--- config.mk ---
export PLATFORM = sky130hd
export DESIGN_NAME = uart_rx
export DESIGN_NICKNAME = d
export VERILOG_FILES = /design/src/rtl/uart_pkg.sv /design/src/rtl/bit_sync.sv /design/src/rtl/uart_rx.sv
export SDC_FILE = /design/constraint.sdc
export NUM_CORES = 1
export LEC_CHECK = 0
export ABC_AREA = 1
export CAP_MARGIN = 30
export CORE_MARGIN = 2
export CORE_UTILIZATION = 60
export CTS_CLUSTER_DIAMETER = 80
export CTS_CLUSTER_SIZE = 10
export DETAILED_ROUTE_END_ITERATION = 8
export PLACE_DENSITY_LB_ADDON = 0.3
export SYNTH_ARGS = -nofsm -noshare
export SYNTH_HDL_FRONTEND = slang
export SYNTH_SLANG_ARGS = --single-unit
--- constraint.sdc ---
create_clock -name clk -period 3.29 [get_ports clk]
set_input_delay 0.329 -clock clk [delete_from_list [all_inputs] [get_ports clk]]
set_output_delay 0.329 -clock clk [all_outputs]
set_load 0.05 [all_outputs]
--- src/rtl/uart_pkg.sv ---
// rtl/uart_pkg.sv - shared state encoding and frame constants for the UART receiver
package uart_pkg;

  typedef enum logic [2:0] {
    ST_IDLE      = 3'd0,
    ST_START     = 3'd1,
    ST_DATA      = 3'd2,
    ST_STOP      = 3'd3,
    ST_WAIT_HIGH = 3'd4
  } state_t;

  localparam int DEFAULT_CLKS_PER_BIT = 868;
  localparam int WORD_BYTES           = 4;
  localparam int DATA_BITS            = 8;

endpackage

--- src/rtl/bit_sync.sv ---
// rtl/bit_sync.sv - two-flop synchronizer with parameterized reset value
module bit_sync #(
  parameter logic RESET_VAL = 1'b1
) (
  input  logic clk,
  input  logic rst,
  input  logic d,
  output logic q
);

  logic r_meta;
  logic r_sync;

  always_ff @(posedge clk) begin
    if (rst) begin
      r_meta <= RESET_VAL;
      r_sync <= RESET_VAL;
    end else begin
      r_meta <= d;
      r_sync <= r_meta;
    end
  end

  assign q = r_sync;

endmodule

--- src/rtl/uart_rx.sv ---
// rtl/uart_rx.sv - 8N1 UART receiver assembling little-endian 32-bit words
module uart_rx
  import uart_pkg::*;
#(
  parameter int CLKS_PER_BIT = DEFAULT_CLKS_PER_BIT,
  parameter int GAP_BITS     = 20
) (
  input  logic        clk,
  input  logic        rst,
  input  logic        rx_line,
  output logic [7:0]  byte_out,
  output logic        byte_valid,
  output logic [31:0] data_out,
  output logic        data_valid,
  output logic        frame_err,
  output logic        word_drop
);

  localparam int CW        = $clog2(CLKS_PER_BIT);
  localparam int GAP_LIMIT = GAP_BITS * CLKS_PER_BIT;
  localparam int GW        = $clog2(GAP_LIMIT + 1);

  localparam logic [CW-1:0] HALF_M1   = CW'(CLKS_PER_BIT / 2 - 1);
  localparam logic [CW-1:0] FULL_M1   = CW'(CLKS_PER_BIT - 1);
  localparam logic [GW-1:0] GAP_M1    = GW'(GAP_LIMIT - 1);
  localparam logic [2:0]    LAST_BIT  = 3'(DATA_BITS - 1);
  localparam logic [1:0]    LAST_BYTE = 2'(WORD_BYTES - 1);

  state_t          r_state;
  state_t          w_next;
  logic            w_rxs;
  logic [1:0]      r_settle;
  logic            w_settled;
  logic [CW-1:0]   r_clk_cnt;
  logic [2:0]      r_bit_idx;
  logic [7:0]      r_shift;
  logic [1:0]      r_byte_cnt;
  logic [23:0]     r_word_acc;
  logic [GW-1:0]   r_gap_cnt;
  logic [7:0]      r_byte_out;
  logic            r_byte_valid;
  logic [31:0]     r_data_out;
  logic            r_data_valid;
  logic            r_frame_err;
  logic            r_word_drop;

  logic            w_tick;
  logic            w_start_det;
  logic            w_accept;
  logic            w_bad_stop;
  logic            w_gap_hit;

  bit_sync #(.RESET_VAL(1'b1)) u_sync (
    .clk (clk),
    .rst (rst),
    .d   (rx_line),
    .q   (w_rxs)
  );

  // rxs only reflects the real line once ones have shifted through both sync flops
  assign w_settled = r_settle[1];

  always_ff @(posedge clk) begin
    if (rst) r_state <= ST_IDLE;
    else     r_state <= w_next;
  end

  always_comb begin
    w_next = r_state;
    case (r_state)
      ST_IDLE: begin
        if (!w_settled)  w_next = ST_WAIT_HIGH;
        else if (!w_rxs) w_next = ST_START;
      end
      ST_START: if (w_tick) w_next = w_rxs ? ST_IDLE : ST_DATA;
      ST_DATA:  if (w_tick && r_bit_idx == LAST_BIT) w_next = ST_STOP;
      ST_STOP:  if (w_tick) w_next = w_rxs ? ST_IDLE : ST_WAIT_HIGH;
      ST_WAIT_HIGH: if (w_settled && w_rxs) w_next = ST_IDLE;
      default: w_next = ST_IDLE;
    endcase
  end

  always_comb begin
    w_tick = 1'b0;
    case (r_state)
      ST_START:         w_tick = (r_clk_cnt == HALF_M1);
      ST_DATA, ST_STOP: w_tick = (r_clk_cnt == FULL_M1);
      default:          w_tick = 1'b0;
    endcase
    w_start_det = (r_state == ST_IDLE) && w_settled && !w_rxs;
    w_accept    = (r_state == ST_STOP) && w_tick && w_rxs;
    w_bad_stop  = (r_state == ST_STOP) && w_tick && !w_rxs;
    w_gap_hit   = (r_state == ST_IDLE) && !w_start_det &&
                  (r_byte_cnt != 2'd0) && (r_gap_cnt == GAP_M1);
  end

  always_ff @(posedge clk) begin
    if (rst) begin
      r_settle     <= 2'b00;
      r_clk_cnt    <= '0;
      r_bit_idx    <= 3'd0;
      r_shift      <= 8'd0;
      r_byte_cnt   <= 2'd0;
      r_word_acc   <= 24'd0;
      r_gap_cnt    <= '0;
      r_byte_out   <= 8'd0;
      r_byte_valid <= 1'b0;
      r_data_out   <= 32'd0;
      r_data_valid <= 1'b0;
      r_frame_err  <= 1'b0;
      r_word_drop  <= 1'b0;
    end else begin
      r_settle     <= {r_settle[0], 1'b1};
      r_byte_valid <= 1'b0;
      r_data_valid <= 1'b0;
      r_frame_err  <= 1'b0;
      r_word_drop  <= 1'b0;

      if (w_tick || r_state != w_next || r_state == ST_IDLE || r_state == ST_WAIT_HIGH)
        r_clk_cnt <= '0;
      else
        r_clk_cnt <= r_clk_cnt + CW'(1);

      if (w_start_det) r_bit_idx <= 3'd0;

      if (r_state == ST_DATA && w_tick) begin
        r_shift   <= {w_rxs, r_shift[7:1]};
        r_bit_idx <= r_bit_idx + 3'd1;
      end

      if (w_accept) begin
        r_byte_out   <= r_shift;
        r_byte_valid <= 1'b1;
        case (r_byte_cnt)
          2'd0:    r_word_acc[7:0]   <= r_shift;
          2'd1:    r_word_acc[15:8]  <= r_shift;
          2'd2:    r_word_acc[23:16] <= r_shift;
          default: begin
            r_data_out   <= {r_shift, r_word_acc};
            r_data_valid <= 1'b1;
          end
        endcase
        r_byte_cnt <= (r_byte_cnt == LAST_BYTE) ? 2'd0 : r_byte_cnt + 2'd1;
      end

      // a bad stop bit silently abandons whatever part of the word was collected
      if (w_bad_stop) begin
        r_frame_err <= 1'b1;
        r_byte_cnt  <= 2'd0;
      end

      if (w_gap_hit) begin
        r_byte_cnt  <= 2'd0;
        r_word_drop <= 1'b1;
        r_gap_cnt   <= '0;
      end else if (r_state == ST_IDLE && !w_start_det && r_byte_cnt != 2'd0) begin
        r_gap_cnt <= r_gap_cnt + GW'(1);
      end else begin
        r_gap_cnt <= '0;
      end
    end
  end

  assign byte_out   = r_byte_out;
  assign byte_valid = r_byte_valid;
  assign data_out   = r_data_out;
  assign data_valid = r_data_valid;
  assign frame_err  = r_frame_err;
  assign word_drop  = r_word_drop;

endmodule

==> flow_summary_export.csv <==
group,metric,value,unit
sta,rsz0062_at_grt,"no",
synth,avgSynthCellArea,8.22,um^2
sta,whs,0.381,ns
floorplan,chipHeight,90.4,um
floorplan,io_pins,47,
clock_tree,cts_setup_buffers,0,
critical_path,worstRegToRegCells,8,
placed_design,gp_congestion,0.833,
sta,max_freq,467,MHz
critical_path,crit-reg2reg-launch,"r_state[2]$_SDFF_PP0_",
critical_path,r2r-end,"data_out[30]$_SDFFE_PP0P_",
sta,setup_ws,1.15,ns
pwr,p_sw,0.629,mW
clock_tree,path_clk_slew,0.05,ns
detailed_routing,drc_errors,0,
pwr,p_int,2.48,mW
synth,syn_nets,557,
floorplan,core,0.00725,mm^2
synth,synthFlopType,"dfxtp_1",
synth,yosysUniqueCellTypes,36,
pwr,p_sw_share,20.2,%
detailed_routing,wl_per_cell,14.1,um
synth,yosys_warnings,0,
pwr,p_comb_share,1.0,%
pwr,p_per_area,566,mW/mm^2
synth,ys_seq_area_share,50.5,%
clock_tree,cts-buffers-inserted,17,
clock_tree,cts_resized,0,
floorplan,die_area,0.00818,mm^2
placed_design,pre_cts_ws,1.18,ns
clock_tree,cts_buffer_depth,2,
cells_and_area,drive_gt1_share,9.15,%
critical_path,cp-end-kind,"flop",
detailed_routing,dr.pass1.iters,4,
synth,synth_top_area_share,50.5,%
clock_tree,cts-hold-fix-buffers,0,
grt,grt_pass1_vias,3635,
critical_path,path_class,"flop to flop",
critical_path,path_max_fanout,32,
critical_path,required,3.72,ns
clock_tree,cts_tree,"built",
synth,synth_edf_count,0,
sta,finalSetupViolCount,0,
floorplan,start_util,61.8,%
cells_and_area,diodes,0,
synth,yosys.area.top_type,"dfxtp_1",
sta,tightest_slew,0.614,ns
sta,hold_viol,0,
critical_path,rrSetupSlack,1.15,ns
clock_tree,cts-htree-levels,4,
sta,max_slew_margin,59.0,%
sta,finalSetupTns,0,ns
critical_path,cp-start-kind,"flop",
clock_tree,insertion_delay,0.51,ns
status,outcome,"finished clean",
synth,syn_area,0.00448,mm^2
cells_and_area,nets,602,
synth,ys_top_cells_by_area,"dfxtp_1 50%, a21oi_1 6.7%, o21ai_0 6.3%",
pwr,ir_drop,0.545,mV
grt,grt_antenna_before_repair,0,
sta,finClkSkew,0.00772,ns
clock_tree,cts.sinks,113,
hold_path,hold_depth,2,
hold_path,hp-class,"input port to flop",
grt,overflow,0,
cells_and_area,final_cell_mix,"113 x dfxtp_1, 70 x nor2_1, 67 x inv_1, 60 x a21oi_1, 56 x o21ai_0",
cells_and_area,final_common_cell,"dfxtp_1",
synth,ys_seq_elements,113,
detailed_routing,wl,9.84,mm
floorplan,num_rows,31,
grt,grt_pass1_wl,16.6,mm
cells_and_area,area_growth,22.6,%
critical_path,worstPathArrival,2.57,ns
pwr,seq_power_share,44.3,%
synth,synthArstFlopShare,0,%
synth,syn-instance-count,545,
hold_path,hp-start,"rx_line",
clock_tree,cts-root-buf,"clkbuf_8",
sta,drv_slew,0,
grt,grtUsageTotal,25.4,%
detailed_routing,drtIter0Drc,245,
sta,min_period_over_period,65.1,%
detailed_routing,detail-route-antenna-nets,0,
grt,grt_max_degree,57,
placed_design,io_buffer_count,46,
sta,min_period,2.14,ns
hold_path,holdPathEnd,"u_sync.r_meta$_SDFF_PP1_",
pwr,leakage,2.20,nW
detailed_routing,viasPerCell,5.27,
job,cap_violations,0,
detailed_routing,vias,3687,
placed_design,hpwlAfterDp,6.10,mm
floorplan,die_x,90.4,um
pwr,clkPwrFrac,54.7,%
[registers in the layout, indices dropped and copies added (netlist names), 2 cells and up]
signal / flops
data_out: 32
r_word_acc: 24
r_gap_cnt: 15
r_clk_cnt: 10
byte_out: 8
r_shift: 8
r_bit_idx: 3
r_state: 3
r_byte_cnt: 2
r_settle: 2
[critical path: stages, from the launching register on]
cell     delay [ns]
dfxtp_1        0.45
inv_2          0.07
nand2_2        0.11
nand3_4        0.10
a21oi_4        0.17
nand4_4        0.20
nor2_4         0.54
o21ai_0        0.24
nor2_1         0.16
[layer usage]
| metal | GRT usage [%] | up-vias | wire (um) |
|---|---|---|---|
| met5 | 0 | - | 0 |
| met4 | 13.7 | 0 | 263 |
| met3 | 6.01 | 30 | 419 |
| met2 | 45.1 | 104 | 5030 |
| met1 | 28.0 | 1696 | 4130 |
| li1 | - | 1857 | - |
[metrics by stage]
step | cell area, um^2 | cells | power, mW | utilization (%)
CTS | 5490 | 700 | 3.13 | 75.7
detailed placement | 4940 | 670 | 1.44 | 68.1
floorplan | 4480 | 545 | 1.43 | -
global route | 5490 | 700 | 3.19 | 75.7
finish | 5490 | 700 | 3.11 | 75.7
global placement | 4940 | 670 | 1.43 | 68.1
[synth_stat cells, types with 3 or more instances]
library cell / count
dfxtp_1: 113
nor2_1: 70
inv_1: 67
a21oi_1: 60
o21ai_0: 56
nand2_1: 48
nand3_1: 19
o21ai_1: 18
nor3_1: 13
xor2_1: 11
clkbuf_1: 10
ha_1: 9
buf_6: 6
xnor2_1: 6
buf_4: 4
nand2_4: 4
nand4_1: 4
nand2_2: 3
nor2_2: 3
[power by group through the flow]
stage / Combinational (mW) / Clock [mW] / Sequential (mW)
global route: 0.0339 / 1.78 / 1.38
global placement: 0.0293 / 0 / 1.41
finish: 0.0309 / 1.70 / 1.38
detailed placement: 0.0299 / 0 / 1.41
floorplan: 0.0213 / 0 / 1.40
CTS: 0.0305 / 1.72 / 1.38
[final cells by class]
class | instances | area [um^2]
Clock buffer | 19 | 442
Clock inverter | 11 | 115
Fill cell | 511 | 1760
Inverter | 70 | 268
Multi-Input combinational cell | 340 | 1810
Sequential cell | 113 | 2260
Tap cell | 99 | 124
Timing Repair Buffer | 48 | 475
[kinds of logic after synthesis]
| family | synth area share [%] |
|---|---|
| AOI/OAI and AO/OA | 15.9 |
| xor gates and xnor gates | 3.32 |
| adders and majority gates | 2.51 |
| buffers and inverters | 9.18 |
| DFF | 50.5 |
| and+or+nand+nor | 18.6 |
[worst max path at each step]
stage          slack (ns)  cells after the start                    start                        end
2_1_floorplan        1.66                     10  r_gap_cnt[0]$_SDFF_PP0_   r_gap_cnt[14]$_SDFF_PP0_
3_3_place_gp         1.34                      9    r_state[2]$_SDFF_PP0_  data_out[14]$_SDFFE_PP0P_
3_5_place_dp         1.18                      9    r_state[2]$_SDFF_PP0_  data_out[22]$_SDFFE_PP0P_
4_1_cts              1.13                      8    r_state[2]$_SDFF_PP0_  data_out[30]$_SDFFE_PP0P_
5_1_grt              0.95                      8  r_clk_cnt[5]$_SDFF_PP0_  data_out[30]$_SDFFE_PP0P_
6_report             1.15                      8    r_state[2]$_SDFF_PP0_  data_out[30]$_SDFFE_PP0P_
Power figures use the tool's default switching activity.
